[config.mk]
export PLATFORM = sky130hd
export DESIGN_NAME = mem_wb_skid_reg
export DESIGN_NICKNAME = d
export VERILOG_FILES = /design/src/rtl/mem_wb_skid_reg.sv
export SDC_FILE = /design/constraint.sdc
export NUM_CORES = 1
export LEC_CHECK = 0
export CORE_UTILIZATION = 46
export DETAILED_ROUTE_END_ITERATION = 8
export GPL_TIMING_DRIVEN = 1
export PLACE_DENSITY = 0.84
export SLEW_MARGIN = 0
export SYNTH_ARGS = -nofsm -noshare
export SYNTH_HDL_FRONTEND = slang
export SYNTH_SLANG_ARGS = --single-unit
[constraint.sdc]
create_clock -name clk -period 2.26 [get_ports clk]
set_clock_uncertainty 0.2 [all_clocks]
set_input_delay 0.452 -clock clk [delete_from_list [all_inputs] [get_ports clk]]
set_output_delay 0.452 -clock clk [all_outputs]
set_load 0.05 [all_outputs]
[src/rtl/mem_wb_skid_reg.sv]
// MEM/WB pipeline register: two-entry skid buffer feeding the writeback 2:1 mux.
// Define MEM_WB_BUBBLE_COUNT_EN to add the bubble_count output.
module mem_wb_skid_reg #(
  parameter int DATA_W = 16,
  parameter int ADDR_W = 4
) (
  input  logic              clk,
  input  logic              rst_n,
  input  logic              in_valid,
  output logic              in_ready,
  input  logic [DATA_W-1:0] in_alu_result,
  input  logic [DATA_W-1:0] in_mem_data,
  input  logic              in_mem_to_reg,
  input  logic [ADDR_W-1:0] in_rd,
  input  logic              in_reg_write,
  input  logic              flush,
  output logic              out_valid,
  input  logic              out_ready,
  output logic [DATA_W-1:0] out_data0,
  output logic [DATA_W-1:0] out_data1,
  output logic              out_select,
  output logic [ADDR_W-1:0] out_rd,
  output logic              out_reg_write
`ifdef MEM_WB_BUBBLE_COUNT_EN
  ,
  output logic [15:0]       bubble_count
`endif
);

  typedef struct packed {
    logic [DATA_W-1:0] alu;
    logic [DATA_W-1:0] mem;
    logic              sel;
    logic [ADDR_W-1:0] rd;
    logic              rw;
  } wb_t;

  wb_t  main_q, main_d;
  wb_t  skid_q, skid_d;
  wb_t  in_pl;
  logic main_v_q, main_v_d;
  logic skid_v_q, skid_v_d;
  logic rdy_q, rdy_d;
  logic accept, pop;
  logic mv, ld_main, ld_skid, drain;

  assign in_pl = '{alu: in_alu_result,
                   mem: in_mem_data,
                   sel: in_mem_to_reg,
                   rd:  in_rd,
                   rw:  in_reg_write};

  assign accept = in_valid & rdy_q;
  assign pop    = main_v_q & out_ready;

  // rdy_q mirrors !skid_v_q, so a skid move never coincides with accept
  assign mv      = pop & skid_v_q;
  assign ld_main = accept & (~main_v_q | pop);
  assign ld_skid = accept & main_v_q & ~pop;
  assign drain   = pop & ~skid_v_q & ~accept;

  always_comb begin
    main_d   = main_q;
    skid_d   = skid_q;
    main_v_d = main_v_q;
    skid_v_d = skid_v_q;
    if (flush) begin
      main_v_d = 1'b0;
      skid_v_d = 1'b0;
    end else begin
      unique case (1'b1)
        mv: begin
          main_d   = skid_q;
          skid_v_d = 1'b0;
        end
        ld_main: begin
          main_d   = in_pl;
          main_v_d = 1'b1;
        end
        ld_skid: begin
          skid_d   = in_pl;
          skid_v_d = 1'b1;
        end
        drain: main_v_d = 1'b0;
        default: ;
      endcase
    end
    rdy_d = ~skid_v_d;
  end

  always_ff @(posedge clk or negedge rst_n) begin
    if (!rst_n) begin
      main_q   <= '0;
      skid_q   <= '0;
      main_v_q <= 1'b0;
      skid_v_q <= 1'b0;
      rdy_q    <= 1'b1;
    end else begin
      main_q   <= main_d;
      skid_q   <= skid_d;
      main_v_q <= main_v_d;
      skid_v_q <= skid_v_d;
      rdy_q    <= rdy_d;
    end
  end

  assign in_ready      = rdy_q;
  assign out_valid     = main_v_q;
  assign out_data0     = main_q.alu;
  assign out_data1     = main_q.mem;
  assign out_select    = main_q.sel;
  assign out_rd        = main_q.rd;
  assign out_reg_write = main_q.rw & main_v_q;

`ifdef MEM_WB_BUBBLE_COUNT_EN
  logic [15:0] bub_q;

  always_ff @(posedge clk or negedge rst_n) begin
    if (!rst_n) begin
      bub_q <= '0;
    end else if (out_ready && !main_v_q && bub_q != 16'hFFFF) begin
      bub_q <= bub_q + 16'd1;
    end
  end

  assign bubble_count = bub_q;
`endif

endmodule

---- After elaboration in Yosys (flattened, before gate mapping) ----
Index checks and enable logic that the tools add are counted.
word-level totals
  register bits ........................... 79
  input port bits ......................... 43
  output and inout bits ................... 40
  word-level logic and storage cells ...... 38
operators by class
  multiplexer cells ....................... 5
  bitwise operators ....................... 16
  reduce and logical (&&, ||, !) cells .... 4
operators with widths
  kind                              count
  case mux 38 bit (2 select lines)  1
  bitwise AND 1 bit                 9
  NOT 1 bit                         6
  case mux 1 bit (2 select lines)   2
  AND reduction 2 bit               2
  nonzero test 3 bit                1
  2-to-1 mux 1 bit                  2
  nonzero test 2 bit                1
  bitwise OR 1 bit                  1

---- Depth between registers and ports, before layout ----
  depth in word-level cells ............... 6
  mapped depth ............................ 5
  depth with buffers taken out ............ 3

---- Worst setup path before layout ----
No wires, ideal clock.
  path kind ............................... register to register
  start point ............................. register rdy_q (netlist: in_ready)
  end point ............................... register skid_q[0] in the netlist's numbering
  library setup time ...................... 125 ps
  arrival ................................. 1623 ps
  data required time ...................... 1935 ps
  setup slack ............................. 313 ps
  stages on the path, launching flop included .. 5
  buffers on the path ..................... 1
  period minus slack after synthesis ...... 1947 ps
  cells stage by stage .................... dfstp_2 nand2_1 nor3_2 buf_2 mux2_2
on the way
  cells in the longest elaborated chain, start to end .. 4
RTL lines
  what                                  line  RTL
  from (decl)                           43    logic rdy_q, rdy_d;
  from (signal assigned)                103   rdy_q <= rdy_d;
  bitwise AND 1 bit                     53    assign accept = in_valid & rdy_q;
  bitwise AND 1 bit (2 in series)       59    assign ld_skid = accept & main_v_q & ~pop;
  AND reduction 2 bit (no source line)  -
  to (signal assigned)                  100   skid_q <= skid_d;
  to (decl)                             39    wb_t skid_q, skid_d;
No other way between the ends.
A chain may end at the register's enable or synchronous reset.

---- Worst setup path in the final report ----
  start point ............................. register main_q (netlist bit out_data0[10])
  end point ............................... output out_data0[10]
RTL lines
  what                    line  RTL
  from (decl)             38    wb_t main_q, main_d;
  from (signal assigned)  99    main_q <= main_d;
  to (decl)               19    output logic [DATA_W-1:0] out_data0,
No word-level cell between the ends.

==> results.md <==
- Initial antenna violation count: 0
- Worst hold path type: register to register
- Main combinational cell family by area after synthesis: compound AO/OA/AOI/OAI gates
- Die Width: 90.56 µm
- Hold path cells: 1
- Outcome: finished, final reports clean
- CTS resizes: 0
- PD cells: 933.9 nW/µm²
- Worst-path fanout max: 2
- Yosys warns: 0
- DRT iter0 DRCs: 109
- Critical path type: register to primary output
- Most frequent cells in the layout: 78 x clkdlybuf4s50_1, 78 x dfrtp_1, 38 x or4_1, 38 x o221a_2, 35 x mux2_2
- Setup tns final: 0 ns
- Worst setup endpoint: out_data0[10]
- Leak: 1.780 nW
- Post-layout min period: 2.202 ns
- Synthesized area: 3607 µm²
- Mux share of post-synthesis cell area: 0.1186
- Total wire length: 7.571 mm
- Power Total: 4.258 mW
- Max-slew headroom: 0.6585
- Gpl congestion: 0.7606
- Total CTS buffers: 9
- Max Clk Rate: 454.1 MHz
- Min-delay src: skid_q[32]
- Reg2reg path depth: 4
- Max Buffers Root-to-Sink: 2
- DRT Pass-1 Iters: 4
- CP max-delay cell: clkdlybuf4s50_1
- Psw: 1.309 mW
- Synth Area in Adders: 0
- DR WL/cell: 17.90 µm
- Capturing point of the worst reg2reg path: skid_q[26]
- Drt drc: 0
- Critical-path cell list: clkdlybuf4s50_1
- CP Launch Point: out_data0[10]
- RSZ-0062 raised after global routing: false
- Mapped Cells: 268
- Final setup vio count: 0
- Avg Vias per Cell: 5.690
- Area growth, synth to finish: 26.40%
- Crit path max-delay family: buffers and inverters
- Vias in the first global route: 2446
- Number of synthesized register bits: 79
- CTS H-tree lvls: 3
- WP depth: 1
- Share of total power in combinational logic: 0.286
- First-pass GRT wire length: 12.74 mm
- Number of port buffers: 82
- Ant diodes: 0
- Die footprint: 8200 µm²
- Detailed-route via count: 2407
- Dpl hpwl: 5.266 mm
- Buffers & Inverters on Critical Path: 1
- Worst-path clk slew: 0.07 ns
- Final core occ: 0.6154
- R2R Path Start: in_ready
- Startpoint Class: register
- CP required: 1.61 ns
- Synth Area in Simple Gates: 0.09573
- Clk_lat worst skew: 0.34 ns
- Reg2Reg Setup Slack: 0.41 ns
- Placed insts: 406
- Cell variety after synth: 22
- CTS tree: yes
- Initial Utilization: 0.4869
- Peak supply drop: 0.5142 mV
- GRT Total Usage: 0.1989
- Max cap viols: 0
- Switching Share: 0.3074
- Post-CTS Setup Inserts: 0
- I/O pin total: 83
- Final Max Tran Viols: 0
- Biggest cell delay along the critical path: 0.83 ns
- Setup crit end kind: primary output
- Synthesized Nets: 311
- CTS Root Cell: clkbuf_8
- Std-Cell Rows: 31
- Fin worst setup slack: 0.05772 ns
- Largest net degree at the start of global routing: 44
- CTS Sinks: 79
- Worst EP arrival: 1.55 ns
- Global route total overflow: 0
- Core Area: 7408 µm²
- Worst slack, placed: -0.03187 ns
- Fin nets: 362
- Compound-cell area share of the yosys netlist: 0.1290
- Internal Dissipation: 2.949 mW
- Antenna Nets Post-Route: 0
- Sequential group share of total power: 0.442
- Mean Syn Cell Area: 13.46 µm²
- Part of the Yosys area used for sequential elements: 0.5484
- Synth Area in XOR/XNOR: 0
- Chip height: 90.56 µm
- Final non-filler cell total: 423
- Share of layout cells above drive strength 1: 0.3457
- Clock Power Share: 0.272
- Final worst path period share: 0.9745
- Worst slew pin tran: 0.5107 ns
- Hold Vio Cnt, Final: 0
how the worst min path moves through the flow:
stage	endpoint	slack, ns
final	skid_q[32]	0.29
after global routing	skid_q[13]	0.31
after CTS	skid_q[31]	0.29
after detailed placement	out_data1[8]	0.24
after global placement	out_data1[9]	0.23
after floorplan	main_q[0]	-0.04
final cells by class:
cell class	count	area [µm²]
timing repair buffer	100	973.4
clock buffer	13	158.9
tap	99	123.9
clock inverter	3	65.06
sequential	79	1978
inverter	1	3.754
fill	592	2849
multi-input combinational	128	1256
state kept, by name, summed over array words and instances (netlist names):
name / cells
out_data0: 16
out_rd: 4
skid_q: 38
out_valid: 1
out_data1: 16
skid_v_q: 1
main_q: 1
out_select: 1
in_ready: 1
synthesized netlist by cell type:
| library cell | instances | area share |
|---|---|---|
| o221a_2 | 38 | 0.12 |
| mux2_2 | 35 | 0.11 |
| mux2_1 | 3 | 0.0094 |
| nand2b_1 | 1 | 0.0017 |
| clkbuf_2 | 4 | 0.0055 |
| a221oi_2 | 1 | 0.0042 |
| nand3_2 | 1 | 0.0028 |
| or4_1 | 38 | 0.079 |
| a21oi_1 | 1 | 0.0014 |
| nor2b_1 | 1 | 0.0017 |
| inv_1 | 1 | 0.0010 |
| o21ai_0 | 2 | 0.0028 |
| clkbuf_1 | 9 | 0.0094 |
| buf_2 | 8 | 0.011 |
| nand3b_1 | 1 | 0.0021 |
| o21a_1 | 1 | 0.0021 |
| dfrtp_1 | 78 | 0.54 |
| nand2_1 | 2 | 0.0021 |
| nor3_2 | 1 | 0.0028 |
| and2_1 | 2 | 0.0035 |
| dfstp_2 | 1 | 0.0073 |
| buf_4 | 39 | 0.081 |
per-stage QoR:
step	cell area [µm²]	hold WS, ns
floorplan	3607	-0.04359
detailed placement	4325	0.2372
CTS	4559	0.2902
global placement	4325	0.2321
global route	4559	0.3149
finish	4559	0.2930
metal layers:
layer  routed length (µm)  track usage
met4                  113      0.08333
met5                    0            0
met3                  269      0.03451
met1                 3534       0.2722
met2                 3653       0.3125
power by group through the flow:
stage	Sequential (mW)	Combinational [mW]	Clock, mW
floorplan	1.87	0.955	0
global placement	1.89	1.20	0
detailed placement	1.90	1.23	0
CTS	1.88	1.23	1.19
global route	1.92	1.28	1.25
finish	1.88	1.22	1.16
kinds of logic (layout without fill, tap and decap cells):
family	Yosys count	count (layout)
buffers and inverters	61	117
muxes	38	38
and+or+nand+nor	47	47
DFF	79	79
AOI/OAI and AO/OA	43	43
timing repair:
action                     4_1_cts  5_1_grt
hold buffers                     1        0
setup endpoints to repair        0        0
hold endpoints to repair        36        0
(Power assumes the default switching activity.)
